**config.mk**
```make
export PLATFORM = sky130hd
export DESIGN_NAME = udp_rx_parser
export DESIGN_NICKNAME = d
export VERILOG_FILES = /design/src/rtl/udp_pkg.sv /design/src/rtl/udp_sfd_detect.sv /design/src/rtl/udp_rx_parser.sv
export SDC_FILE = /design/constraint.sdc
export NUM_CORES = 1
export LEC_CHECK = 0
export BUFFER_PORTS_ARGS = -buffer_cell sky130_fd_sc_hd__buf_2
export CORE_MARGIN = 5
export CORE_UTILIZATION = 59
export DETAILED_ROUTE_END_ITERATION = 10
export PLACE_DENSITY = 0.8
export SYNTH_ARGS = -nofsm -noshare
export SYNTH_HDL_FRONTEND = slang
export SYNTH_SLANG_ARGS = --single-unit
```
**constraint.sdc**
```tcl
create_clock -name main_clk -period 3.9 [get_ports main_clk]
set_clock_uncertainty 0.2 [all_clocks]
set_input_delay 0.39 -clock main_clk [delete_from_list [all_inputs] [get_ports main_clk]]
set_output_delay 0.39 -clock main_clk [all_outputs]
set_load 0.1 [all_outputs]
```
**src/rtl/udp_pkg.sv**
```systemverilog
// Shared types and protocol constants for the UDP receive parser.
// Also used by the preamble/SFD detector.
package udp_pkg;

  typedef enum logic [2:0] {
    IDLE,
    ETH_HDR,
    IP_HDR,
    UDP_HDR,
    PAYLOAD,
    SKIP
  } state_t;

  localparam logic [15:0] ETHERTYPE_IPV4 = 16'h0800;
  localparam logic [7:0]  IP_PROTO_UDP   = 8'h11;
  localparam int unsigned ETH_HDR_LEN    = 14;
  localparam int unsigned UDP_HDR_LEN    = 8;
  localparam logic [7:0]  PREAMBLE_BYTE  = 8'h55;
  localparam logic [7:0]  SFD_BYTE       = 8'hD5;

  // Index of the final IPv4 header byte for a given IHL (header is IHL 32-bit words).
  function automatic logic [15:0] ip_hdr_last(input logic [3:0] ihl);
    return {10'd0, ihl, 2'b00} - 16'd1;
  endfunction

endpackage

```
**src/rtl/udp_sfd_detect.sv**
```systemverilog
// Preamble/SFD detector: counts consecutive 0x55 bytes while enabled and
// flags an accepted 0xD5 that follows at least PREAMBLE_MIN of them.
module udp_sfd_detect
  import udp_pkg::*;
#(
  parameter int unsigned PREAMBLE_MIN = 7
) (
  input  logic       clk,
  input  logic       rst_n,
  input  logic [7:0] rx_byte,
  input  logic       rx_valid,
  input  logic       enable,
  output logic       sfd
);

  localparam int unsigned   CW  = $clog2(PREAMBLE_MIN + 1) + 1;
  localparam logic [CW-1:0] SAT = CW'(PREAMBLE_MIN);

  logic [CW-1:0] cnt_q;

  assign sfd = rx_valid && enable && (rx_byte == SFD_BYTE) && (cnt_q >= SAT);

  // NOTE: sequential state uses <= so every flop samples pre-edge values.
  always_ff @(posedge clk or negedge rst_n) begin
    if (!rst_n) begin
      cnt_q <= '0;
    end else if (rx_valid) begin
      if (enable && rx_byte == PREAMBLE_BYTE) begin
        if (cnt_q != SAT) cnt_q <= cnt_q + CW'(1);
      end else begin
        cnt_q <= '0;
      end
    end
  end

endmodule

```
**src/rtl/udp_rx_parser.sv**
```systemverilog
// Byte-stream Ethernet/IPv4/UDP receive parser: strips headers, streams the
// UDP payload one cycle after acceptance and counts rejected frames.
module udp_rx_parser
  import udp_pkg::*;
#(
  parameter int unsigned PREAMBLE_MIN   = 7,
  parameter bit          PORT_FILTER_EN = 1'b0,
  parameter logic [15:0] DEST_PORT      = 16'd5000,
  parameter int unsigned CNT_W          = 16
) (
  input  logic             main_clk,
  input  logic             main_rst_n,
  input  logic [7:0]       eth_byte,
  input  logic             input_ready,
  output logic             valid_ip,
  output logic             valid_udp,
  output logic [7:0]       udp_byte,
  output logic             udp_valid,
  output logic             udp_last,
  output logic [15:0]      udp_dst_port,
  output logic [15:0]      udp_len,
  output logic [CNT_W-1:0] drop_cnt
);

  state_t      state_q, state_d;
  logic [15:0] cnt_q, cnt_d;
  logic [3:0]  ihl_q;
  logic        proto_ok_q;
  logic [7:0]  type_hi_q;
  logic [15:0] port_q, len_q;
  logic        sfd, sfd_en;
  logic        reject, ip_ok, udp_ok, pay_last;

  logic             valid_ip_d, valid_udp_d, udp_valid_d, udp_last_d;
  logic [7:0]       udp_byte_d;
  logic [15:0]      udp_dst_port_d, udp_len_d;
  logic [CNT_W-1:0] drop_cnt_d;

  // Preamble hunting only happens between frames; header and payload parsing is length-driven.
  assign sfd_en = (state_q == IDLE) || (state_q == SKIP);

  udp_sfd_detect #(
    .PREAMBLE_MIN(PREAMBLE_MIN)
  ) u_sfd (
    .clk     (main_clk),
    .rst_n   (main_rst_n),
    .rx_byte (eth_byte),
    .rx_valid(input_ready),
    .enable  (sfd_en),
    .sfd     (sfd)
  );

  // State register plus header field capture.
  always_ff @(posedge main_clk or negedge main_rst_n) begin
    if (!main_rst_n) begin
      state_q    <= IDLE;
      cnt_q      <= '0;
      ihl_q      <= '0;
      proto_ok_q <= 1'b0;
      type_hi_q  <= '0;
      port_q     <= '0;
      len_q      <= '0;
    end else if (input_ready) begin
      state_q <= state_d;
      cnt_q   <= cnt_d;
      case (state_q)
        ETH_HDR: if (cnt_q == 16'd12) type_hi_q <= eth_byte;
        IP_HDR: begin
          if (cnt_q == 16'd0) ihl_q <= eth_byte[3:0];
          if (cnt_q == 16'd9) proto_ok_q <= (eth_byte == IP_PROTO_UDP);
        end
        UDP_HDR: begin
          case (cnt_q)
            16'd2:   port_q[15:8] <= eth_byte;
            16'd3:   port_q[7:0]  <= eth_byte;
            16'd4:   len_q[15:8]  <= eth_byte;
            16'd5:   len_q[7:0]   <= eth_byte;
            default: ;
          endcase
        end
        default: ;
      endcase
    end
  end

  // Next-state logic.
  always_comb begin
    // NOTE: every signal gets a default first so no path can infer a latch.
    state_d  = state_q;
    cnt_d    = cnt_q;
    reject   = 1'b0;
    ip_ok    = 1'b0;
    udp_ok   = 1'b0;
    pay_last = 1'b0;
    if (input_ready) begin
      cnt_d = cnt_q + 16'd1;
      case (state_q)
        IDLE, SKIP: begin
          cnt_d = '0;
          if (sfd) state_d = ETH_HDR;
        end
        ETH_HDR: if (cnt_q == 16'(ETH_HDR_LEN - 1)) begin
          cnt_d = '0;
          if ({type_hi_q, eth_byte} == ETHERTYPE_IPV4) begin
            state_d = IP_HDR;
          end else begin
            state_d = SKIP;
            reject  = 1'b1;
          end
        end
        IP_HDR: begin
          if (cnt_q == 16'd0) begin
            if (eth_byte[7:4] != 4'd4 || eth_byte[3:0] < 4'd5) begin
              state_d = SKIP;
              reject  = 1'b1;
            end
          end else if (cnt_q == ip_hdr_last(ihl_q)) begin
            cnt_d = '0;
            if (proto_ok_q) begin
              state_d = UDP_HDR;
              ip_ok   = 1'b1;
            end else begin
              state_d = SKIP;
              reject  = 1'b1;
            end
          end
        end
        UDP_HDR: if (cnt_q == 16'(UDP_HDR_LEN - 1)) begin
          cnt_d = '0;
          if (len_q < 16'(UDP_HDR_LEN) || (PORT_FILTER_EN && port_q != DEST_PORT)) begin
            state_d = SKIP;
            reject  = 1'b1;
          end else begin
            udp_ok  = 1'b1;
            state_d = (len_q == 16'(UDP_HDR_LEN)) ? SKIP : PAYLOAD;
          end
        end
        PAYLOAD: if (cnt_q == len_q - 16'd9) begin
          cnt_d    = '0;
          pay_last = 1'b1;
          state_d  = SKIP;
        end
        default: state_d = IDLE;
      endcase
    end
  end

  // Output logic; everything is registered so pulses land one cycle after the byte.
  always_comb begin
    valid_ip_d     = ip_ok;
    valid_udp_d    = udp_ok;
    udp_valid_d    = input_ready && (state_q == PAYLOAD);
    udp_byte_d     = udp_valid_d ? eth_byte : 8'h00;
    udp_last_d     = pay_last;
    udp_dst_port_d = udp_ok ? port_q : udp_dst_port;
    udp_len_d      = udp_ok ? (len_q - 16'd8) : udp_len;
    drop_cnt_d     = (reject && drop_cnt != '1) ? drop_cnt + CNT_W'(1) : drop_cnt;
  end

  always_ff @(posedge main_clk or negedge main_rst_n) begin
    if (!main_rst_n) begin
      valid_ip     <= 1'b0;
      valid_udp    <= 1'b0;
      udp_byte     <= 8'h00;
      udp_valid    <= 1'b0;
      udp_last     <= 1'b0;
      udp_dst_port <= '0;
      udp_len      <= '0;
      drop_cnt     <= '0;
    end else begin
      valid_ip     <= valid_ip_d;
      valid_udp    <= valid_udp_d;
      udp_byte     <= udp_byte_d;
      udp_valid    <= udp_valid_d;
      udp_last     <= udp_last_d;
      udp_dst_port <= udp_dst_port_d;
      udp_len      <= udp_len_d;
      drop_cnt     <= drop_cnt_d;
    end
  end

endmodule

```
# Word-level counts from Yosys, hierarchy flattened

Cells that the tools add are included.

Bits in registers: 128
Input port bits: 11

$add $sub $neg: 6
Magnitude comparators: 3
Equal/unequal tests: 30
Muxes and demuxes: 43
Reduce and logical (&&, ||, !) cells: 20

Operators by type and width:

| operator                                                                      | count |
|---|---|
| 16-bit 2-to-1 mux                                                             | 5 |
| 16-bit one-hot mux with 5 select lines                                        | 1 |
| 16-bit by 4-bit equality test with 1-bit output, second input constant        | 4 |
| 16-bit by 3-bit equality test with 1-bit output, second input constant        | 3 |
| 16-bit by 1-bit adder with 16-bit output, second input constant               | 2 |
| 16-bit equality test                                                          | 2 |
| 16-bit by 2-bit equality test with 1-bit output, second input constant        | 2 |
| 16-bit by 4-bit subtractor with 16-bit output, second input constant          | 2 |
| 3-bit 2-to-1 mux                                                              | 9 |
| 1-bit 2-to-1 mux                                                              | 23 |
| 3-bit AND reduction                                                           | 7 |
| 16-bit by 12-bit equality test with 1-bit output, second input constant       | 1 |
| 16-bit logical NOT                                                            | 1 |
| 16-bit by 4-bit less-than comparator with 1-bit output, second input constant | 1 |
| 16-bit inequality test, second input constant                                 | 1 |
| 3-bit one-hot mux with 5 select lines                                         | 1 |
| 2-bit inequality test, second input constant                                  | 5 |
| 8-bit by 5-bit equality test with 1-bit output, second input constant         | 1 |
| 8-bit by 7-bit equality test with 1-bit output, second input constant         | 1 |
| 8-bit equality test, second input constant                                    | 1 |
| 4-bit 2-to-1 mux                                                              | 2 |
| 8-bit 2-to-1 mux                                                              | 1 |
| 4-bit by 3-bit inequality test with 1-bit output, second input constant       | 2 |
| 7-bit AND reduction                                                           | 1 |
| 14 further kinds                                                              | 23 |

# Longest topological paths before layout

Depth after elaboration: 7
Gate-level depth with buffers: 12

# By module

A second synthesis with hierarchy kept.

Cells, all modules: 653
Area total of the unflattened synthesis: 6,692.7 sq um

By module, submodules not included:

| module         | instances | cells each | area an instance (sq um) | sequential area each (sq um) |
|---|---|---|---|---|
| udp_rx_parser  | 1         | 623        | 6,384.9                  | 3,103.0 |
| udp_sfd_detect | 1         | 30         | 307.8                    | 100.1 |

# Worst setup path before layout

No wires, ideal clock.

Path type: reg2reg
Start point: reg ihl_q[0]
End point: reg drop_cnt[4]
Arrival: 2.537 ns
Data required time: 3.542 ns
Setup slack: 1.005 ns
Cell stages (with the launch flop): 12
Path buffers: 1
Clock period less this slack: 2.895 ns
Path through: dfrtp_1 -> inv_1 -> ha_1 -> or3b_2 -> nand4b_1 -> a211oi_1 -> nand3_1 -> o221ai_1 -> a21boi_2 -> buf_4 -> nand4_1 -> xnor2_1

Cells in the longest elaborated chain, start to end: 7

RTL lines:

| element                                     | RTL line             | source |
|---|---|---|
| from (decl)                                 | udp_rx_parser.sv:27  | `logic [3:0] ihl_q;` |
| from (signal assigned)                      | udp_rx_parser.sv:69  | `if (cnt_q == 16'd0) ihl_q <= eth_byte[3:0];` |
| 6-bit by 1-bit subtractor with 7-bit output | udp_pkg.sv:23        | `return {10'd0, ihl, 2'b00} - 16'd1;` |
| 16-bit equality test                        | udp_rx_parser.sv:117 | `end else if (cnt_q == ip_hdr_last(ihl_q)) begin` |
| 1-bit 2-to-1 mux                            | udp_rx_parser.sv:117 |  |
| 1-bit 2-to-1 mux                            | udp_rx_parser.sv:112 | `if (cnt_q == 16'd0) begin` |
| 1-bit one-hot mux with 3 select lines       | udp_rx_parser.sv:97  | `case (state_q)` |
| 1-bit 2-to-1 mux                            | udp_rx_parser.sv:95  | `if (input_ready) begin` |
| 1-bit logical AND                           | udp_rx_parser.sv:157 | `drop_cnt_d = (reject && drop_cnt != '1) ? drop_cnt + CNT_W'(1) : drop_cnt;` |
| to (signal assigned)                        | udp_rx_parser.sv:178 | `drop_cnt <= drop_cnt_d;` |
| to (decl)                                   | udp_rx_parser.sv:22  | `output logic [CNT_W-1:0] drop_cnt` |

No other way between the ends.
A chain may end at the register's enable or synchronous reset.

# Worst setup path after layout

Start point: reg ihl_q[0]
End point: reg drop_cnt[1]

The elaborated chain is that of the path after synthesis.

==> summary.txt <==
Placement
  • Port Buffers: 70
  • Post-place setup slack: 605.4 ps
  • Hpwl dp: 9957 um
  • Dpl cell area: 0.006892 mm^2
  • Final Wtd Congestion: 0.9055

Logic synthesis
  • Gate Count Post-Synth: 643
  • Yosys reg bits: 128
  • Syn_nets: 664
  • Seq/Total Area, Yosys: 0.4936
  • Post-synth ARST share: 1.000
  • Syn avg cell area: between 10 and 15 um^2
  • Yosys synthesis warning count: 0
  • EDFF count, synth: 0
  • Cell Area, Synth: 0.006489 mm^2
  • Unique masters post-synth: 61
  • Ys flop type: dfrtp_1

Clock network
  • Sink Count: roughly 130
  • Cts repair resizes: 0
  • Clock slew at reported path FFs: 60 ps
  • Cts bufs inserted: 17
  • Clk_lat worst skew: roughly 520 ps
  • H-tree levels: 4
  • CTS Buffer Depth: 2
  • Root Buffer: clkbuf_8
  • CTS tree: yes

STA
  • Fmax: roughly 300 MHz
  • Tcrit/Tclk final: 0.8521
  • RSZ-0062 raised after global routing: no
  • Minimum clock period: between 3000 and 4000 ps
  • Actual slew at the worst max-slew pin: 1062 ps
  • Final WS setup: just under 600 ps
  • Hold Violations, Final: 0
  • Final setup TNS: 0 ps
  • Slew Viols, Final: 0
  • Final setup fails: 0
  • Worst slew margin: 0.2865

Global routing
  • Largest net degree at the start of global routing: 79
  • GRT Total Usage: 0.2424
  • First-pass GRT wire length: approximately 25000 um
  • Initial antenna violation count: 0
  • Grt ovf: 0
  • Number of global-route vias before repair: 4847

Critical path
  • Crit end category: flop
  • Critical-path cell list: inv_1 > ha_1 > or3b_2 > nand4b_1 > a211oi_1 > nand3_1 > o221ai_1 > a21boi_2 > mux2_2
  • Slowest CP cell: a21boi_2
  • Critical path required time: 4100 ps
  • Crit Path Class: reg -> reg
  • Critical Path AT: 3520 ps
  • Slowest stage delay, CP: 520 ps
  • Startpoint Class: flop
  • CP Max Fanout: 12

Floorplanning
  • Die H: 114.9 um
  • Die area: around 0.013 mm^2
  • IO Count: a little over 70
  • Placeable Area: 0.01079 mm^2
  • FP Rows: 38
  • Starting Density: 0.6012
  • Die W: between 100 and 150 um

Routing
  • Routed WL: ~15000 um
  • Post-route ant nets: 0
  • Vias per cell: 5.812
  • Per-cell routed wire length: 17.88 um
  • # DRC: 0
  • Iteration-0 DRC Markers: 597
  • Router iterations before antenna repair: 5
  • Routed vias: 4946

Final layout
  • Nets: slightly above 700
  • ANT cells: 0
  • Fin area: 0.007513 mm^2
  • Reg area: 0.003203 mm^2
  • Layout fillers: 761
  • Multi-input combinational cell area: 0.003058 mm^2
  • Ratio of cells with drive above 1 in the final layout: 0.2461
  • Area grow syn2layout: 15.79%

Pwr
  • Max rail drop VDD: 0.2989 mV
  • Pwr Total: roughly 3.0 mW
  • LEAKAGE: 3.777 nW
  • Pwr/cell area: 405.2 mW/mm^2

Run
  • Max-capacitance violation count: 0

Run status
  • Status: finished clean

Min path
  • Hold WC Path Type: in -> reg
worst max-delay path, delay by kind of cell (launching register included):
kind | cells | cell delay (ps)
AOI/OAI and AO/OA | 3 | 1150
adders and majority gates | 1 | 170
buffers and inverters | 1 | 70
DFF | 1 | 410
muxes | 1 | 400
and+or+nand+nor | 3 | 810
through the flow:
step / hold WS (ps) / utilization / std cells
4_1_cts: 20.48 / 0.6962 / 851
3_5_place_dp: 250.5 / 0.6385 / 819
3_3_place_gp: 243.9 / 0.6385 / 819
2_1_floorplan: -105.6 / - / 643
5_1_grt: 21.62 / 0.6962 / 851
6_report: 45.27 / 0.6962 / 851
report_power, final:
group / switching, mW / internal [mW]
registers: 0.00227 / 1.33
clock network: 0.589 / 1.05
logic: 0.0563 / 0.0144
state kept, by name, summed over array words and instances (netlist names), 3 cells and up:
| register | flops |
|---|---|
| drop_cnt | 16 |
| state_q | 3 |
| len_q | 16 |
| u_sfd.cnt_q | 4 |
| port_q | 16 |
| udp_dst_port | 16 |
| udp_len | 16 |
| type_hi_q | 8 |
| cnt_q | 16 |
| ihl_q | 4 |
| udp_byte | 8 |
path summary, 6_finish.rpt:
kind                            startpoint         endpoint  slack [ps]  depth (start not counted)
max reg2reg                       ihl_q[0]      drop_cnt[1]         580                          9
min                            eth_byte[6]      udp_byte[6]          50                          2
min reg2reg                udp_dst_port[6]  udp_dst_port[6]         260                          2
max                               ihl_q[0]      drop_cnt[1]         580                          9
min in group asynchronous       main_rst_n  udp_dst_port[2]         390                          2
max in group asynchronous       main_rst_n       state_q[0]        2330                          3
cell usage in the layout, fill, tap and decap left out, drive strengths merged, types with 3 or more instances in the layout:
| cell | n |
|---|---|
| and3 | 6 |
| xor2 | 25 |
| nor3 | 13 |
| inv | 20 |
| o21ai | 20 |
| and2 | 15 |
| nand4 | 14 |
| nor4 | 12 |
| or2 | 5 |
| or3 | 5 |
| nor4b | 3 |
| clkinvlp | 3 |
| a31oi | 3 |
| nand3 | 22 |
| buf | 73 |
| nand2 | 92 |
| bufinv | 4 |
| nor2 | 57 |
| xnor2 | 41 |
| or3b | 3 |
| clkinv | 4 |
| mux2 | 50 |
| nand2b | 8 |
| dfrtp | 128 |
| ha | 10 |
| clkbuf | 18 |
| nor2b | 5 |
| or4 | 3 |
| a21oi | 16 |
logic make-up (layout without fill, tap and decap cells):
family / after synthesis / count (layout) / synth area share
DFF: 128 / 128 / 0.4936
adders and majority gates: 10 / 10 / 0.01928
and+or+nand+nor: 269 / 269 / 0.2036
AOI/OAI and AO/OA: 64 / 64 / 0.06807
buffers and inverters: 55 / 123 / 0.03606
xor gates and xnor gates: 67 / 67 / 0.09256
muxes: 50 / 50 / 0.08677
what timing repair did:
item,CTS,global route
endpoints found under the hold margin,77,0
setup endpoints to repair,0,0
hold buffers,1,0
setup buffers,0,0
cell type report:
cell class / instances / area share
Inverter: 18 / 0.008993
Multi-Input combinational cell: 460 / 0.4070
Tap cell: 140 / 0.02331
Clock inverter: 13 / 0.02448
Sequential cell: 128 / 0.4263
Timing Repair Buffer: 74 / 0.05296
Clock buffer: 18 / 0.05695
synthesized netlist by cell type, types with 2 or more instances:
cell type	instances	area, um^2
nand4b_1	2	17.52
nand2_1	92	345.3
buf_1	4	15.01
ha_1	10	125.1
a21oi_1	16	80.08
buf_2	4	20.02
or3_1	5	31.28
o21ai_0	19	95.09
a22o_1	2	17.52
buf_4	2	15.01
nand3_1	22	110.1
nand4_1	14	87.58
mux2_2	50	563.0
nor4_2	2	25.02
inv_1	18	67.56
nand2b_1	8	50.05
a31oi_1	3	18.77
and2_1	12	75.07
xor2_1	25	219.0
o31ai_1	2	15.01
or2_2	5	31.28
a22oi_1	2	15.01
a21o_1	2	15.01
and2_0	2	12.51
nor2_1	56	210.2
and3_1	5	31.28
or4_1	2	15.01
nor2b_1	5	31.28
xnor2_1	41	359.1
nor4_1	10	62.56
dfrtp_1	128	3203
clkbuf_1	25	93.84
or3b_2	3	26.28
o221ai_1	2	17.52
buf_6	2	22.52
nand3b_1	2	15.01
nor3_1	13	65.06
nor4b_1	3	26.28
metal layers:
layer,part of all wire,track usage,up-vias
met5,0,0,-
met4,0.019,0.08764,0
met3,0.073,0.05316,25
met2,0.49,0.3943,208
met1,0.42,0.3220,2407
li1,-,-,2306
No activity file was read; power rests on OpenSTA's default activity.
